$ cat config.mk
export PLATFORM = sky130hd
export DESIGN_NAME = regfile_scoreboard_flat
export DESIGN_NICKNAME = d
export VERILOG_FILES = /design/src/rtl/regfile_pkg.sv /design/src/rtl/regfile_scoreboard_if.sv /design/src/rtl/regfile_busy_sb.sv /design/src/rtl/regfile_scoreboard.sv /design/src/flat_wrapper.sv
export SDC_FILE = /design/constraint.sdc
export NUM_CORES = 2
export LEC_CHECK = 0
export CORE_ASPECT_RATIO = 1.2
export CORE_MARGIN = 2
export CORE_UTILIZATION = 37
export CTS_CLUSTER_DIAMETER = 150
export DETAILED_ROUTE_END_ITERATION = 12
export HOLD_SLACK_MARGIN = 0.06
export PLACE_DENSITY = 0.51
export SYNTH_ARGS = -nofsm -noshare
export SYNTH_HDL_FRONTEND = slang
export SYNTH_SLANG_ARGS = --single-unit
$ cat constraint.sdc
create_clock -name Clk -period 39.8 [get_ports Clk]
set_input_delay 3.98 -clock Clk [delete_from_list [all_inputs] [get_ports Clk]]
set_output_delay 3.98 -clock Clk [all_outputs]
set_load 0.1 [all_outputs]
$ cat src/rtl/regfile_pkg.sv
// Shared constants and types for the register file with busy-bit scoreboard.
package regfile_pkg;

  localparam int unsigned DEF_WIDTH = 32;
  localparam int unsigned DEF_DEPTH = 32;
  localparam int unsigned DEF_AW    = $clog2(DEF_DEPTH);
  localparam int unsigned ZERO_IDX  = 0;

  typedef logic [DEF_AW-1:0] reg_idx_t;

endpackage

$ cat src/rtl/regfile_scoreboard_if.sv
// Decode/write-back bundle: master drives indices, issue and write-back; slave returns data, stall and busy bits.
interface regfile_scoreboard_if
  import regfile_pkg::*;
#(
  parameter int unsigned WIDTH = DEF_WIDTH,
  parameter int unsigned DEPTH = DEF_DEPTH,
  parameter int unsigned AW    = $clog2(DEPTH)
);
  logic [AW-1:0]    rs;
  logic [AW-1:0]    rt;
  logic             use_rs;
  logic             use_rt;
  logic             issue_valid;
  logic [AW-1:0]    issue_rd;
  logic             write;
  logic [AW-1:0]    rd;
  logic [WIDTH-1:0] entradaWb;
  logic [WIDTH-1:0] a;
  logic [WIDTH-1:0] b;
  logic             stall;
  logic [DEPTH-1:0] busy_vec;

  modport master (
    output rs, rt, use_rs, use_rt, issue_valid, issue_rd, write, rd, entradaWb,
    input  a, b, stall, busy_vec
  );

  modport slave (
    input  rs, rt, use_rs, use_rt, issue_valid, issue_rd, write, rd, entradaWb,
    output a, b, stall, busy_vec
  );
endinterface

$ cat src/rtl/regfile_busy_sb.sv
// Busy-bit scoreboard: tracks outstanding producers and raises the decode stall on RAW/WAW hazards.
module regfile_busy_sb
  import regfile_pkg::*;
#(
  parameter int unsigned DEPTH    = DEF_DEPTH,
  parameter int unsigned AW       = $clog2(DEPTH),
  parameter bit          ZERO_REG = 1'b1,
  parameter bit          BYPASS   = 1'b1
) (
  input  logic             Clk,
  input  logic             rst,
  input  logic [AW-1:0]    rs_i,
  input  logic [AW-1:0]    rt_i,
  input  logic             use_rs_i,
  input  logic             use_rt_i,
  input  logic             issue_valid_i,
  input  logic [AW-1:0]    issue_rd_i,
  input  logic             write_i,
  input  logic [AW-1:0]    rd_i,
  output logic             stall_o,
  output logic [DEPTH-1:0] busy_vec_o
);

  logic [DEPTH-1:0] busy_q;
  logic [DEPTH-1:0] busy_d;
  logic [DEPTH-1:0] ebusy_c;
  logic             wb_clr_c;
  logic             accept_c;
  logic             stall_c;

  // Effective busy, stall, and next busy state (set after clear so a new producer wins).
  always_comb begin
    ebusy_c  = busy_q;
    wb_clr_c = write_i & ~(ZERO_REG & (rd_i == AW'(ZERO_IDX)));
    if (BYPASS && wb_clr_c) ebusy_c[rd_i] = 1'b0;
    if (ZERO_REG) ebusy_c[ZERO_IDX] = 1'b0;

    stall_c = (use_rs_i & ebusy_c[rs_i]) |
              (use_rt_i & ebusy_c[rt_i]) |
              (issue_valid_i & ebusy_c[issue_rd_i]);
    if (rst) stall_c = 1'b0;

    accept_c = issue_valid_i & ~stall_c;
    busy_d   = busy_q;
    if (wb_clr_c) busy_d[rd_i] = 1'b0;
    if (accept_c && !(ZERO_REG && (issue_rd_i == AW'(ZERO_IDX)))) busy_d[issue_rd_i] = 1'b1;
  end

  always_ff @(posedge Clk or posedge rst) begin
    if (rst) busy_q <= '0;
    else     busy_q <= busy_d;
  end

  assign stall_o    = stall_c;
  assign busy_vec_o = busy_q;

endmodule

$ cat src/rtl/regfile_scoreboard.sv
// Register file with two combinational read ports, one write-back port, optional zero register and bypass.
module regfile_scoreboard
  import regfile_pkg::*;
#(
  parameter int unsigned WIDTH    = DEF_WIDTH,
  parameter int unsigned DEPTH    = DEF_DEPTH,
  parameter int unsigned AW       = $clog2(DEPTH),
  parameter bit          ZERO_REG = 1'b1,
  parameter bit          BYPASS   = 1'b1
) (
  input  logic                 Clk,
  input  logic                 rst,
  regfile_scoreboard_if.slave  bus
);

  logic [WIDTH-1:0] mem_q [DEPTH];
  logic             wr_en_c;
  logic [WIDTH-1:0] a_c;
  logic [WIDTH-1:0] b_c;

  assign wr_en_c = bus.write & ~(ZERO_REG & (bus.rd == AW'(ZERO_IDX)));

  always_ff @(posedge Clk or posedge rst) begin
    if (rst) begin
      for (int unsigned i = 0; i < DEPTH; i++) mem_q[i] <= '0;
    end else if (wr_en_c) begin
      mem_q[bus.rd] <= bus.entradaWb;
    end
  end

  // Read muxes: array, then same-cycle forward, then zero register; all forced low in reset.
  always_comb begin
    a_c = mem_q[bus.rs];
    b_c = mem_q[bus.rt];
    if (BYPASS && wr_en_c && (bus.rd == bus.rs)) a_c = bus.entradaWb;
    if (BYPASS && wr_en_c && (bus.rd == bus.rt)) b_c = bus.entradaWb;
    if (ZERO_REG && (bus.rs == AW'(ZERO_IDX))) a_c = '0;
    if (ZERO_REG && (bus.rt == AW'(ZERO_IDX))) b_c = '0;
    if (rst) begin
      a_c = '0;
      b_c = '0;
    end
  end

  assign bus.a = a_c;
  assign bus.b = b_c;

  regfile_busy_sb #(
    .DEPTH    (DEPTH),
    .AW       (AW),
    .ZERO_REG (ZERO_REG),
    .BYPASS   (BYPASS)
  ) u_busy_sb (
    .Clk           (Clk),
    .rst           (rst),
    .rs_i          (bus.rs),
    .rt_i          (bus.rt),
    .use_rs_i      (bus.use_rs),
    .use_rt_i      (bus.use_rt),
    .issue_valid_i (bus.issue_valid),
    .issue_rd_i    (bus.issue_rd),
    .write_i       (bus.write),
    .rd_i          (bus.rd),
    .stall_o       (bus.stall),
    .busy_vec_o    (bus.busy_vec)
  );

endmodule

$ cat src/flat_wrapper.sv
// flat-port wrapper written by rule: the top's interface ports become plain ports
module regfile_scoreboard_flat import regfile_pkg::*;
#(
  parameter int unsigned WIDTH    = DEF_WIDTH,
  parameter int unsigned DEPTH    = DEF_DEPTH,
  parameter int unsigned AW       = $clog2(DEPTH),
  parameter bit          ZERO_REG = 1'b1,
  parameter bit          BYPASS   = 1'b1
)
  (Clk, rst, bus_rs, bus_rt, bus_use_rs, bus_use_rt, bus_issue_valid, bus_issue_rd, bus_write, bus_rd, bus_entradaWb, bus_a, bus_b, bus_stall, bus_busy_vec);
  regfile_scoreboard_if #(.WIDTH(WIDTH), .DEPTH(DEPTH), .AW(AW)) bus_i ();
  input  logic Clk;
  input  logic rst;
  input wire logic [$bits(bus_i.rs)-1:0] bus_rs;
  input wire logic [$bits(bus_i.rt)-1:0] bus_rt;
  input wire logic [$bits(bus_i.use_rs)-1:0] bus_use_rs;
  input wire logic [$bits(bus_i.use_rt)-1:0] bus_use_rt;
  input wire logic [$bits(bus_i.issue_valid)-1:0] bus_issue_valid;
  input wire logic [$bits(bus_i.issue_rd)-1:0] bus_issue_rd;
  input wire logic [$bits(bus_i.write)-1:0] bus_write;
  input wire logic [$bits(bus_i.rd)-1:0] bus_rd;
  input wire logic [$bits(bus_i.entradaWb)-1:0] bus_entradaWb;
  output wire logic [$bits(bus_i.a)-1:0] bus_a;
  output wire logic [$bits(bus_i.b)-1:0] bus_b;
  output wire logic [$bits(bus_i.stall)-1:0] bus_stall;
  output wire logic [$bits(bus_i.busy_vec)-1:0] bus_busy_vec;
  assign bus_i.rs = bus_rs;
  assign bus_i.rt = bus_rt;
  assign bus_i.use_rs = bus_use_rs;
  assign bus_i.use_rt = bus_use_rt;
  assign bus_i.issue_valid = bus_issue_valid;
  assign bus_i.issue_rd = bus_issue_rd;
  assign bus_i.write = bus_write;
  assign bus_i.rd = bus_rd;
  assign bus_i.entradaWb = bus_entradaWb;
  assign bus_a = bus_i.a;
  assign bus_b = bus_i.b;
  assign bus_stall = bus_i.stall;
  assign bus_busy_vec = bus_i.busy_vec;
  regfile_scoreboard #(.WIDTH(WIDTH), .DEPTH(DEPTH), .AW(AW), .ZERO_REG(ZERO_REG), .BYPASS(BYPASS)) u_core (.Clk(Clk), .rst(rst), .bus(bus_i));
endmodule
## Word level (Yosys, flattened, before mapping)

Index checks and enable logic that the tools add are counted.

| storage, ports and cells | value |
|---|---|
| register bits | 1056 |
| bits of input ports | 58 |
| output and inout bits | 97 |
| logic and storage cells | 99 |

| cells by class | value |
|---|---|
| magnitude comparators | 10 |
| equal/unequal tests | 2 |
| mux-type cells | 28 |
| bitwise gates (word level) | 15 |
| reduce and logical (&&, ||, !) cells | 11 |

Operators by type and width:

| kind | count |
|---|---|
| 1024-bit bitwise mux | 1 |
| 32-bit two-way mux | 13 |
| 32-bit binary-select mux with 5-bit select | 2 |
| 32-bit demux with 5-bit select | 1 |
| 32-bit bitwise AND | 1 |
| 32-bit NOT | 1 |
| 32-bit OR | 1 |
| 5-bit by 6-bit < comparator with 1-bit output, second input constant | 4 |
| 5-bit logical NOT | 4 |
| 6-bit >= comparator, second input constant | 3 |
| 5-bit NOT with 6-bit output | 3 |
| 1-bit binary-select mux with 5-bit select | 3 |
| 1-bit demux with 5-bit select | 2 |
| 5-bit equality test | 2 |
| 5-bit by 1-bit >= comparator with 1-bit output, second input constant | 2 |
| 1-bit logical AND | 6 |
| 6-bit by 1-bit < comparator with 1-bit output, second input constant | 1 |
| 1-bit two-way mux | 6 |
| 1-bit bitwise AND | 5 |
| 1-bit NOT | 2 |
| 1-bit OR | 2 |
| 1-bit logical NOT | 1 |

## Longest topological paths before layout

| logic depth | value |
|---|---|
| depth after elaboration | 17 |
| gate-level depth with buffers | 10 |
| depth with buffers taken out | 8 |

## Hierarchy

A second synthesis with hierarchy kept.

| second synthesis, totals | value |
|---|---|
| cell total of the unflattened synthesis | 3976 |
| area total of the unflattened synthesis | 57467.6 sq um |

Modules (own cells, without submodules):

| module | times used | cells an instance | area each (sq um) | seq. area each (sq um) |
|---|---|---|---|---|
| regfile_scoreboard | 1 | 3688 | 54892.6 | 25624.6 |
| regfile_busy_sb | 1 | 288 | 2575.0 | 800.8 |

## Worst setup path after synthesis

Ideal clock, no wire load.

| timing | value |
|---|---|
| path type | input to output |
| start point | input rst |
| end point | output bus_a[15] |
| arrival time | 32093 ps |
| required time | 35820 ps |
| setup slack | 3727 ps |
| stages on the path | 3 |
| path buffers | 0 |
| path through | inv_1 > o21ai_1 > a211oi_1 |

| on the way | value |
|---|---|
| longest elaborated chain between the ends | 1 |

RTL lines:

| what | RTL line | text |
|---|---|---|
| from (decl) | flat_wrapper.sv:13 | `input logic rst;` |
| 32-bit two-way mux | regfile_scoreboard.sv:39 | `if (rst) begin` |
| to (decl) | flat_wrapper.sv:23 | `output wire logic [$bits(bus_i.a)-1:0] bus_a;` |

No other way between the ends.

## Worst setup path in the final report

| timing | value |
|---|---|
| start point | input bus_rs[0] |
| end point | output bus_a[15] |

| on the way | value |
|---|---|
| longest elaborated chain between the ends | 7 |
| elaborated cells between the ends (all ways) | 10 |
| those cells by class | eq/ne: 1; mux: 6; bitwise: 1; reduce/logical: 2 |

RTL lines:

| what | RTL line | text |
|---|---|---|
| from (decl) | flat_wrapper.sv:14 | `input wire logic [$bits(bus_i.rs)-1:0] bus_rs;` |
| 5-bit NOT with 6-bit output (not written as such) | regfile_scoreboard.sv:33 | `a_c = mem_q[bus.rs];` |
| 32-bit binary-select mux with 5-bit select | regfile_scoreboard.sv:33 |  |
| 32-bit two-way mux (not written as such) (2 in series) | regfile_scoreboard.sv:33 |  |
| 32-bit two-way mux | regfile_scoreboard.sv:35 | `if (BYPASS && wr_en_c && (bus.rd == bus.rs)) a_c = bus.entradaWb;` |
| 32-bit two-way mux * | regfile_scoreboard.sv:37 | `if (ZERO_REG && (bus.rs == AW'(ZERO_IDX))) a_c = '0;` |
| 32-bit two-way mux * | regfile_scoreboard.sv:39 |  |

Every way passes the cells marked *; elsewhere a longest branch is shown, timed or not. The select of a mux whose other input is x is not followed.

==> run summary <==
PwrDens -> 53.0 mW/mm2
EDFF count, synth -> 0
Slowest stage delay, CP -> 1.03 ns
Main synth FF type -> dfrtp_1
GRT Total Usage -> 23.2%
Clock-pin slew on the worst setup and hold paths -> 0.06 ns
Netlist cell types -> 65
Fin. Hold Viols -> 0
Fin nets -> 3,655
Setup CP Type -> in -> out
Dpl hpwl -> 94.6 mm
Count leader, synth -> dfrtp_1
HP Class -> reg -> reg
First-pass GRT wire length -> 265 mm
CTS Buffer Depth -> 3
Status -> finished, final reports clean
GP Congestion -> 0.802
Dominant cells by area after synthesis -> dfrtp_1, mux4_2, mux2_2
Maximum vdd drop -> 0.0350 mV
Most used cell, CP -> buf_4
Clk_lat worst skew -> 0.72 ns
Antenna violations before repair -> 3
CTS sink cnt -> 1,056
Root Driver -> clkbuf_16
Post-DRT Antenna Nets -> 0
DRC -> 0
Seq/Total Area, Yosys -> 46.4%
Via count -> 34,300
Post-Route WL -> 180 mm
CP Launch Type -> primary input
Vias in the first global route -> 36,500
Die width -> 362 um
Area post-placement -> 0.0604 mm2
Unrepaired setup endpoints after global routing -> false
Final worst-path cycle share -> 35.0%
Synth Instances -> 3,656
Post-CTS Resized -> 0
Post-Place Setup Slack -> 25.71 ns
Max-cap violations -> 0
Slowest CP cell -> clkdlybuf4s50_1
H-tree Lvls -> 3
Setup tns final -> 0 ns
Share of cells above drive strength 1 -> 52.7%
I/O pins -> 155
Req. time, crit path -> 35.82 ns
Critical Path AT -> 9.95 ns
DR iter-0 viols -> 2,481
Hold-fix buffers, CTS -> 0
Via density -> 6.04
Max_slew headroom -> 16.4%
Final Max Tran Viols -> 0
Placed insts -> 5,466
CP Capture Type -> output pin
Post-route cell area -> 0.0644 mm2
Total power draw -> 3.42 mW
Initial core utilization -> 37.3%
Synth area leader -> dfrtp_1
Final core utilization -> 42.2%
Core ar. -> 0.153 mm2
Number of buffers added on ports -> 154
Commonest cells post-synth -> dfrtp_1, mux2_2, mux4_2
Rows -> 157
Die Height -> 434 um
Syn Area/Cell -> 15.6 um2
Routed len/inst -> 31.7 um
Hold_ws -> 0.385 ns
Clock period minus worst slack -> 13.93 ns
Cell area after synthesis -> 0.0569 mm2
FFs w/ async S/R, synth -> 100%
CTS buffer count -> 116
Remaining Overflow, GRT -> 0
Final cell count without fillers -> 5,681
# fillers -> 13,800
Largest net degree at the start of global routing -> 151
Synth-to-Final Area Change -> 13.1%
Post-CTS Setup Bufs -> 0
Synth warn -> 0
Fmax -> 0.0718 GHz
Final setup fails -> 0
DR pass1 iterations -> 5
Yosys top cell area share -> 46.4%
Post-synthesis register bit count -> 1,056
Crit path cell chain -> buf_8 -> buf_4 -> buf_4 -> buf_4 -> mux4_2 -> mux4_2 -> mux2i_1 -> a211oi_1 -> clkdlybuf4s50_1
Worst setup margin -> 25.87 ns
Die area -> 0.157 mm2
Critical Path Fanout Max -> 55
Post-Syn Nets -> 3,714
Worst slew pin tran -> 1.25 ns
Leakage power -> 27.0 nW
Clock skew -> 0.0152 ns
CTS tree -> built
-- per-layer routing --
metal	track usage (%)	share of wire [%]	vias up
met5	0	0	-
met4	5.81	2.2	0
met3	2.51	4.0	224
met2	38.7	49	817
met1	32.6	45	19100
li1	-	-	14100
-- final timing paths --
check | slack (ns) | to | startpoint | depth (start not counted)
hold reg to reg | 0.38 | u_core.u_busy_sb.busy_vec_o[0]$_DFF_PP0_ | u_core.u_busy_sb.busy_vec_o[0]$_DFF_PP0_ | 0
max in group asynchronous | 32.62 | u_core.mem_q[615]$_DFFE_PP0P_ | rst | 6
setup reg to reg | 36.66 | u_core.u_busy_sb.busy_vec_o[16]$_DFF_PP0_ | u_core.u_busy_sb.busy_vec_o[27]$_DFF_PP0_ | 7
min in group asynchronous | 3.97 | u_core.mem_q[827]$_DFFE_PP0P_ | rst | 2
hold / removal | 0.38 | u_core.u_busy_sb.busy_vec_o[0]$_DFF_PP0_ | u_core.u_busy_sb.busy_vec_o[0]$_DFF_PP0_ | 0
setup / recovery | 25.87 | bus_a[15] | bus_rs[0] | 9
-- critical path, delay by kind of cell --
family / cells / cell delay, ns
muxes: 3 / 1.63
buffers and inverters: 5 / 4.04
AOI/OAI and AO/OA: 1 / 0.18
-- layout make-up --
cell class / instances / area (um2) / area share (%)
sequential: 1056 / 26400 / 41.0
inverter: 9 / 41.3 / 0.0641
timing repair buffer: 248 / 2310 / 3.59
antenna: 2 / 5.00 / 0.00777
clock buffer: 176 / 3450 / 5.36
clock inverter: 37 / 571 / 0.886
multi-input combinational: 2166 / 29100 / 45.2
tap: 1987 / 2490 / 3.86
-- cell families (layout without fill, tap and decap cells) --
kind of cell,count (synthesis),in the layout,share of synthesized area (%)
and+or+nand+nor,289,289,2.35
buffers and inverters,434,470,2.91
muxes,1680,1680,45.9
DFF,1056,1056,46.4
xor gates and xnor gates,12,12,0.185
other,0,2,0
AOI/OAI and AO/OA,185,185,2.28
-- cells in the final DEF, fill, tap and decap left out, types with 6 or more instances in the layout --
cell / instances
o21ai_0: 49
clkbuf_1: 29
clkbuf_8: 30
nor2b_1: 8
nand2b_1: 6
nand2_4: 11
clkinv_2: 14
mux4_2: 647
buf_4: 94
nand3_1: 7
nor3_1: 7
o21ai_1: 6
dfrtp_1: 1056
clkbuf_16: 117
xor2_1: 7
bufinv_16: 13
a21oi_1: 8
inv_1: 7
clkdlybuf4s50_1: 144
mux2i_1: 72
a211oi_1: 69
mux2_2: 961
o211ai_1: 9
nor2_4: 16
nand2_1: 116
nor2_1: 74
-- report_power, final --
group	leakage [nW]	switching [mW]	internal [mW]	total [mW]
combinational	11.5	0.402	0.437	0.839
clock	1.96	0.468	0.679	1.15
sequential	13.5	0.148	1.28	1.43
total	27.0	1.02	2.40	3.42
-- flip-flops by register name (all words and copies together), names as in the netlist --
register,flops
u_core.mem_q,1024
u_core.u_busy_sb.busy_vec_o,32
No activity file was read; power rests on OpenSTA's default activity.
